<file path="src/rtl/ppc_types.sv">
// Shared types for the out-of-order core: reservation-station slot state,
// operand records and the common-result-bus snoop helper.
package ppc_types;

    localparam int RS_TAG_W  = 5;
    localparam int RS_DATA_W = 32;
    localparam int RS_OP_W   = 32;

    typedef enum logic [1:0] {
        RS_FREE    = 2'd0,
        RS_WAITING = 2'd1,
        RS_READY   = 2'd2,
        RS_ISSUED  = 2'd3
    } rs_state_t;

    typedef struct packed {
        logic                 valid;
        logic [RS_TAG_W-1:0]  tag;
        logic [RS_DATA_W-1:0] value;
    } rs_operand_t;

    typedef struct packed {
        rs_state_t            state;
        logic [RS_OP_W-1:0]   op;
        rs_operand_t          a;
        rs_operand_t          b;
    } rs_entry_t;

    // An unresolved operand whose producer tag is on the bus takes the value.
    function automatic rs_operand_t rs_snoop(input rs_operand_t opnd,
                                             input logic cdb_valid,
                                             input logic [RS_TAG_W-1:0] cdb_tag,
                                             input logic [RS_DATA_W-1:0] cdb_value);
        rs_operand_t res;
        res = opnd;
        if (!opnd.valid && cdb_valid && (opnd.tag == cdb_tag)) begin
            res.valid = 1'b1;
            res.value = cdb_value;
        end
        return res;
    endfunction

endpackage

</file>
<file path="src/rtl/rs_slot.sv">
// One reservation-station slot: FREE/WAITING/READY/ISSUED state machine,
// operand snooping and release when its own tag comes back on the bus.
module rs_slot
    import ppc_types::*;
#(
    parameter logic [RS_TAG_W-1:0] SLOT_TAG = '0
) (
    input  logic                 clk,
    input  logic                 rst,
    input  logic                 flush,
    input  logic                 alloc,
    input  logic                 issue,
    input  logic [RS_OP_W-1:0]   op_in,
    input  rs_operand_t          src_a,
    input  rs_operand_t          src_b,
    input  logic                 cdb_valid,
    input  logic [RS_TAG_W-1:0]  cdb_tag,
    input  logic [RS_DATA_W-1:0] cdb_value,
    output rs_state_t            state,
    output logic [RS_OP_W-1:0]   op,
    output logic [RS_DATA_W-1:0] a_value,
    output logic [RS_DATA_W-1:0] b_value
);

    rs_entry_t entry_q;
    rs_entry_t entry_d;

    always_comb begin
        entry_d = entry_q;
        unique case (entry_q.state)
            RS_FREE: begin
                if (alloc) begin
                    entry_d.op    = op_in;
                    entry_d.a     = rs_snoop(src_a, cdb_valid, cdb_tag, cdb_value);
                    entry_d.b     = rs_snoop(src_b, cdb_valid, cdb_tag, cdb_value);
                    entry_d.state = (entry_d.a.valid && entry_d.b.valid) ? RS_READY : RS_WAITING;
                end
            end
            RS_WAITING: begin
                entry_d.a = rs_snoop(entry_q.a, cdb_valid, cdb_tag, cdb_value);
                entry_d.b = rs_snoop(entry_q.b, cdb_valid, cdb_tag, cdb_value);
                if (entry_d.a.valid && entry_d.b.valid) begin
                    entry_d.state = RS_READY;
                end
            end
            RS_READY: begin
                if (issue) begin
                    entry_d.state = RS_ISSUED;
                end
            end
            RS_ISSUED: begin
                // Hold the tag until the result is broadcast so it cannot alias.
                if (cdb_valid && (cdb_tag == SLOT_TAG)) begin
                    entry_d.state = RS_FREE;
                end
            end
            default: entry_d.state = RS_FREE;
        endcase
        if (flush) begin
            entry_d.state = RS_FREE;
        end
    end

    always_ff @(posedge clk) begin
        if (rst) begin
            entry_q <= '0;
        end else begin
            entry_q <= entry_d;
        end
    end

    assign state   = entry_q.state;
    assign op      = entry_q.op;
    assign a_value = entry_q.a.value;
    assign b_value = entry_q.b.value;

endmodule

</file>
<file path="src/rtl/reservation_station.sv">
// Reservation station: buffers dispatched ops in tagged slots until operands
// arrive on the result bus, then issues them through a registered stage.
module reservation_station
    import ppc_types::*;
#(
    parameter int RS_ID_WIDTH = RS_TAG_W,
    parameter int RS_OFFSET   = 0,
    parameter int ENTRIES     = 4,
    parameter int OP_WIDTH    = RS_OP_W,
    parameter int DATA_WIDTH  = RS_DATA_W
) (
    input  logic                   clk,
    input  logic                   rst,
    input  logic                   input_valid,
    output logic                   input_ready,
    input  logic [OP_WIDTH-1:0]    op_in,
    output logic [RS_ID_WIDTH-1:0] alloc_tag,
    input  logic                   src_a_valid,
    input  logic [RS_ID_WIDTH-1:0] src_a_tag,
    input  logic [DATA_WIDTH-1:0]  src_a_value,
    input  logic                   src_b_valid,
    input  logic [RS_ID_WIDTH-1:0] src_b_tag,
    input  logic [DATA_WIDTH-1:0]  src_b_value,
    input  logic                   cdb_valid,
    input  logic [RS_ID_WIDTH-1:0] cdb_tag,
    input  logic [DATA_WIDTH-1:0]  cdb_value,
    input  logic                   flush,
    output logic                   issue_valid,
    input  logic                   issue_ready,
    output logic [OP_WIDTH-1:0]    issue_op,
    output logic [DATA_WIDTH-1:0]  issue_a,
    output logic [DATA_WIDTH-1:0]  issue_b,
    output logic [RS_ID_WIDTH-1:0] issue_tag
);

    localparam int IDX_W = (ENTRIES > 1) ? $clog2(ENTRIES) : 1;

    // Both ports use valid/ready: a transfer happens on a clock edge where
    // valid and ready are both high; the sender holds its payload until then.

    rs_state_t              slot_state [ENTRIES];
    logic [OP_WIDTH-1:0]    slot_op    [ENTRIES];
    logic [DATA_WIDTH-1:0]  slot_a     [ENTRIES];
    logic [DATA_WIDTH-1:0]  slot_b     [ENTRIES];

    logic [ENTRIES-1:0]     free_vec;
    logic [ENTRIES-1:0]     ready_vec;
    logic [IDX_W-1:0]       free_idx;
    logic [IDX_W-1:0]       ready_idx;
    logic                   any_free;
    logic                   any_ready;
    logic                   dispatch;
    logic                   load_out;
    rs_operand_t            src_a_opnd;
    rs_operand_t            src_b_opnd;

    assign src_a_opnd = '{valid: src_a_valid, tag: src_a_tag, value: src_a_value};
    assign src_b_opnd = '{valid: src_b_valid, tag: src_b_tag, value: src_b_value};

    always_comb begin
        free_idx  = '0;
        ready_idx = '0;
        for (int i = ENTRIES - 1; i >= 0; i--) begin
            if (free_vec[i])  free_idx  = IDX_W'(i);
            if (ready_vec[i]) ready_idx = IDX_W'(i);
        end
    end

    assign any_free    = |free_vec;
    assign any_ready   = |ready_vec;
    assign input_ready = any_free && !rst;
    assign alloc_tag   = RS_ID_WIDTH'(RS_OFFSET) + RS_ID_WIDTH'(free_idx);
    assign dispatch    = input_valid && input_ready;
    assign load_out    = !issue_valid || issue_ready;

    for (genvar i = 0; i < ENTRIES; i++) begin : g_slot
        assign free_vec[i]  = (slot_state[i] == RS_FREE);
        assign ready_vec[i] = (slot_state[i] == RS_READY);

        rs_slot #(
            .SLOT_TAG (RS_TAG_W'(RS_OFFSET + i))
        ) u_slot (
            .clk       (clk),
            .rst       (rst),
            .flush     (flush),
            .alloc     (dispatch && (free_idx == IDX_W'(i))),
            .issue     (load_out && any_ready && (ready_idx == IDX_W'(i))),
            .op_in     (op_in),
            .src_a     (src_a_opnd),
            .src_b     (src_b_opnd),
            .cdb_valid (cdb_valid),
            .cdb_tag   (cdb_tag),
            .cdb_value (cdb_value),
            .state     (slot_state[i]),
            .op        (slot_op[i]),
            .a_value   (slot_a[i]),
            .b_value   (slot_b[i])
        );
    end

    always_ff @(posedge clk) begin
        if (rst || flush) begin
            issue_valid <= 1'b0;
            issue_op    <= '0;
            issue_a     <= '0;
            issue_b     <= '0;
            issue_tag   <= '0;
        end else if (load_out) begin
            issue_valid <= any_ready;
            if (any_ready) begin
                issue_op  <= slot_op[ready_idx];
                issue_a   <= slot_a[ready_idx];
                issue_b   <= slot_b[ready_idx];
                issue_tag <= RS_ID_WIDTH'(RS_OFFSET) + RS_ID_WIDTH'(ready_idx);
            end
        end
    end

endmodule

</file>
<file path="config.mk">
export PLATFORM = sky130hd
export DESIGN_NAME = reservation_station
export DESIGN_NICKNAME = d
export VERILOG_FILES = /design/src/rtl/ppc_types.sv /design/src/rtl/rs_slot.sv /design/src/rtl/reservation_station.sv
export SDC_FILE = /design/constraint.sdc
export NUM_CORES = 1
export LEC_CHECK = 0
export CELL_PAD_IN_SITES_DETAIL_PLACEMENT = 1
export CELL_PAD_IN_SITES_GLOBAL_PLACEMENT = 2
export CORE_UTILIZATION = 38
export CTS_BUF_LIST = sky130_fd_sc_hd__clkbuf_2
export DETAILED_ROUTE_END_ITERATION = 8
export PLACE_DENSITY_LB_ADDON = 0.1
export SLEW_MARGIN = 20
export SYNTH_ARGS = -nofsm -noshare
export SYNTH_HDL_FRONTEND = slang
export SYNTH_SLANG_ARGS = --single-unit
</file>
<file path="constraint.sdc">
create_clock -name clk -period 3.6 [get_ports clk]
set_clock_uncertainty 0.15 [all_clocks]
set_input_delay 0.54 -clock clk [delete_from_list [all_inputs] [get_ports clk]]
set_output_delay 0.54 -clock clk [all_outputs]
set_load 0.02 [all_outputs]
</file>
==> flow_summary_export.csv <==
group,metric,value,unit
run_status,outcome,"complete, but fails checks",
run_status,violations,"design-rule violations",
clock_network,cts_made_buffers,154,
setup_path,r2r_end,"g_slot[3].u_slot.b_value[29]$_SDFFE_PP0P_",
clock_network,cts.clk_slew.worst_paths,0.10,ns
power_and_ir_drop,power,12.7,mW
route,dr.pass1.iters,9,
logic_synthesis,ys_seq_elements,539,
cells_and_area,area_growth,26.3,%
setup_path,rrSetupSlack,0.54,ns
grt,antenna_found_initial,6,
timing,slew_viol_final,0,
timing,slew-limit-headroom,0.302,
clock_network,cts_tree,"done",
route,vias_per_cell,6.18,
placed_design,place_area,27600,um2
logic_synthesis,synth_cell_types,59,
power_and_ir_drop,combPwrFrac,0.143,
setup_path,reg2reg_depth,10,
grt,groute.usage.overall,0.323,
timing,rsz0062_at_grt,"no",
placed_design,gp_congestion,0.853,
setup_path,critPathMaxFanout,6,
timing,fin_hold_ws,0.122,ns
power_and_ir_drop,switchingPower,3.96,mW
clock_network,root_buffer,"clkbuf_2",
placed_design,io_buffers,252,
setup_path,reg2reg_from,"g_slot[1].u_slot.state[1]$_SDFFE_PP0P_",
grt,grt.overflow.total,0,
power_and_ir_drop,p_int,8.69,mW
logic_synthesis,synthFlopType,"dfxtp_1",
timing,worst_pin_slew,1.05,ns
logic_synthesis,synth_edf_count,0,
logic_synthesis,async_flop_share,0,
power_and_ir_drop,power_frac_seq,0.494,
route,vias,25200,
power_and_ir_drop,p_leak,10.1,nW
clock_network,worstSkewPairLatency,1.35,ns
timing,setup_viol,0,
power_and_ir_drop,switching_share,0.313,
die,initial_utilization,0.386,
timing,fin_setup_tns,0,ns
clock_network,cts_max_level,4,
die,die_h,253,um
route,wl,106000,um
cells_and_area,layout_common_cells,"a21oi_1, dfxtp_1, nand2_1",
setup_path,worstPathRequired,2.91,ns
min_path,whs_endpoint,"g_slot[3].u_slot.b_value[23]$_SDFFE_PP0P_",
flow_run,maxCapViolations,0,
timing,timing.fmax,0.291,GHz
die,rows,91,
route,drt_iter0_drc,2373,
cells_and_area,post-route-cell-area,30300,um2
placed_design,hpwl,62600,um
power_and_ir_drop,ir_drop,244,uV
timing,setup_slack,0.167,ns
min_path,holdPathStages,3,
min_path,hold_start,"cdb_value[23]",
clock_network,clock_path_buffers,3,
setup_path,worstSetupStartpointType,"flop",
setup_path,cp-end-kind,"output port",
grt,grt_pass1_vias,26400,
setup_path,critical_path.startpoint,"g_slot[3].u_slot.state[1]$_SDFFE_PP0P_",
setup_path,critical_path_arrival,2.74,ns
route,ant_nets,0,
logic_synthesis,synthCells,2826,
setup_path,crit_type,"reg2out",
logic_synthesis,ys_seq_area_frac,0.450,
die,io_pins,259,
route,drcViolationCount,6,
placed_design,post-place-ws,0.260,ns
grt,grt_max_degree,172,
cells_and_area,nets,3297,
logic_synthesis,yosys_warnings,0,
cells_and_area,final_common_cell,"a21oi_1",
die,coreArea,62100,um2
logic_synthesis,synth_area,24000,um2
logic_synthesis,syn_area_per_cell,8.48,um2
die,die-area,64100,um2
cells_and_area,layout-drive-gt1-share,0.127,
power_and_ir_drop,powerDensity,418,nW/um2
clock_network,numClockSinks,539,
timing,period_needed,3.43,ns
power_and_ir_drop,clkPwrFrac,0.362,
min_path,min_path_type,"in2reg",
route,wl_per_cell,25.9,um
timing,period_share,0.954,
timing,final_hold_viol_count,0,
grt,grt_pass1_wl,159000,um
die,die_w,253,um
through the flow:
| step | instances | util |
|---|---|---|
| after floorplan | 2831 | - |
| after global placement | 3685 | 0.446 |
| after detailed placement | 3685 | 0.446 |
| after CTS | 4070 | 0.487 |
| after global routing | 4076 | 0.488 |
| final | 4076 | 0.488 |
layout make-up:
type	instances	area [um2]
Clock buffer	235	1180
Clock inverter	28	165
Fill cell	7224	31800
Multi-Input combinational cell	1927	11900
Tap cell	837	1050
Antenna cell	6	15.0
Sequential cell	539	10800
Timing Repair Buffer	479	5030
Inverter	25	93.8
layer usage:
metal,track usage,routed length (um)
met2,0.545,51300
met4,0.138,2970
met1,0.396,43300
met3,0.0694,7970
met5,0,13
worst max-delay path, stage by stage, from the launching register on:
cell             delay (ns)
dfxtp_1                0.41
inv_1                  0.11
ha_2                   0.25
nor2_1                 0.30
a21oi_1                0.12
clkdlybuf4s15_2        0.27
worst max path at each step:
stage | slack, ns | to | cells past startpoint
floorplan | 1.16 | g_slot[2].u_slot.state[0]$_SDFFE_PP0P_ | 9
global placement | 0.34 | g_slot[2].u_slot.a_value[26]$_SDFFE_PP0P_ | 9
detailed placement | 0.26 | g_slot[2].u_slot.a_value[24]$_SDFFE_PP0P_ | 9
CTS | 0.01 | alloc_tag[1] | 5
global route | 0.02 | input_ready | 6
finish | 0.17 | input_ready | 5
power groups by stage:
stage	logic [mW]	clock network, mW	registers [mW]
floorplan	0.820	0	6.40
detailed placement	1.67	0	6.39
global placement	1.64	0	6.38
CTS	1.79	4.71	6.25
global route	1.92	5.03	6.28
finish	1.82	4.58	6.26
synth_stat cells (17+ instances only):
library cell | number | area share
a21oi_1 | 614 | 0.13
a211oi_1 | 173 | 0.054
clkbuf_1 | 240 | 0.038
o21ai_0 | 160 | 0.033
nand2_1 | 289 | 0.045
a222oi_1 | 99 | 0.041
nor2_1 | 49 | 0.0077
ha_1 | 20 | 0.010
buf_2 | 66 | 0.014
inv_1 | 25 | 0.0039
a22oi_1 | 266 | 0.083
nor3b_1 | 21 | 0.0066
xnor2_1 | 34 | 0.012
o31ai_1 | 35 | 0.011
buf_1 | 17 | 0.0027
dfxtp_1 | 539 | 0.45
flip-flops by register name, summed over array words and instances (netlist names):
register / cells
g_slot.u_slot.b_value: 128
issue_valid: 1
issue_tag: 2
g_slot.u_slot.op: 128
g_slot.u_slot.a_value: 128
issue_a: 32
issue_b: 32
issue_op: 32
g_slot.u_slot.entry_q: 48
g_slot.u_slot.state: 8
cells by family after synthesis:
group,after synthesis,synth area share
flops,539,0.450
xor+xnor,44,0.0161
fa+ha+maj,20,0.0104
mux,1,0.000470
simple gates,445,0.0841
compound gates,1411,0.375
buf+inv,365,0.0636
other cells,1,0.000156
repair_timing:
| action | 4_1_cts | 5_1_grt |
|---|---|---|
| hold buffers | 121 | 0 |
| setup endpoints to repair | 3 | 3 |
| hold endpoints to repair | 522 | 0 |
| buffers inserted | 1 | 0 |
| gates resized for setup | 13 | 4 |
No activity file was read; power rests on OpenSTA's default activity.
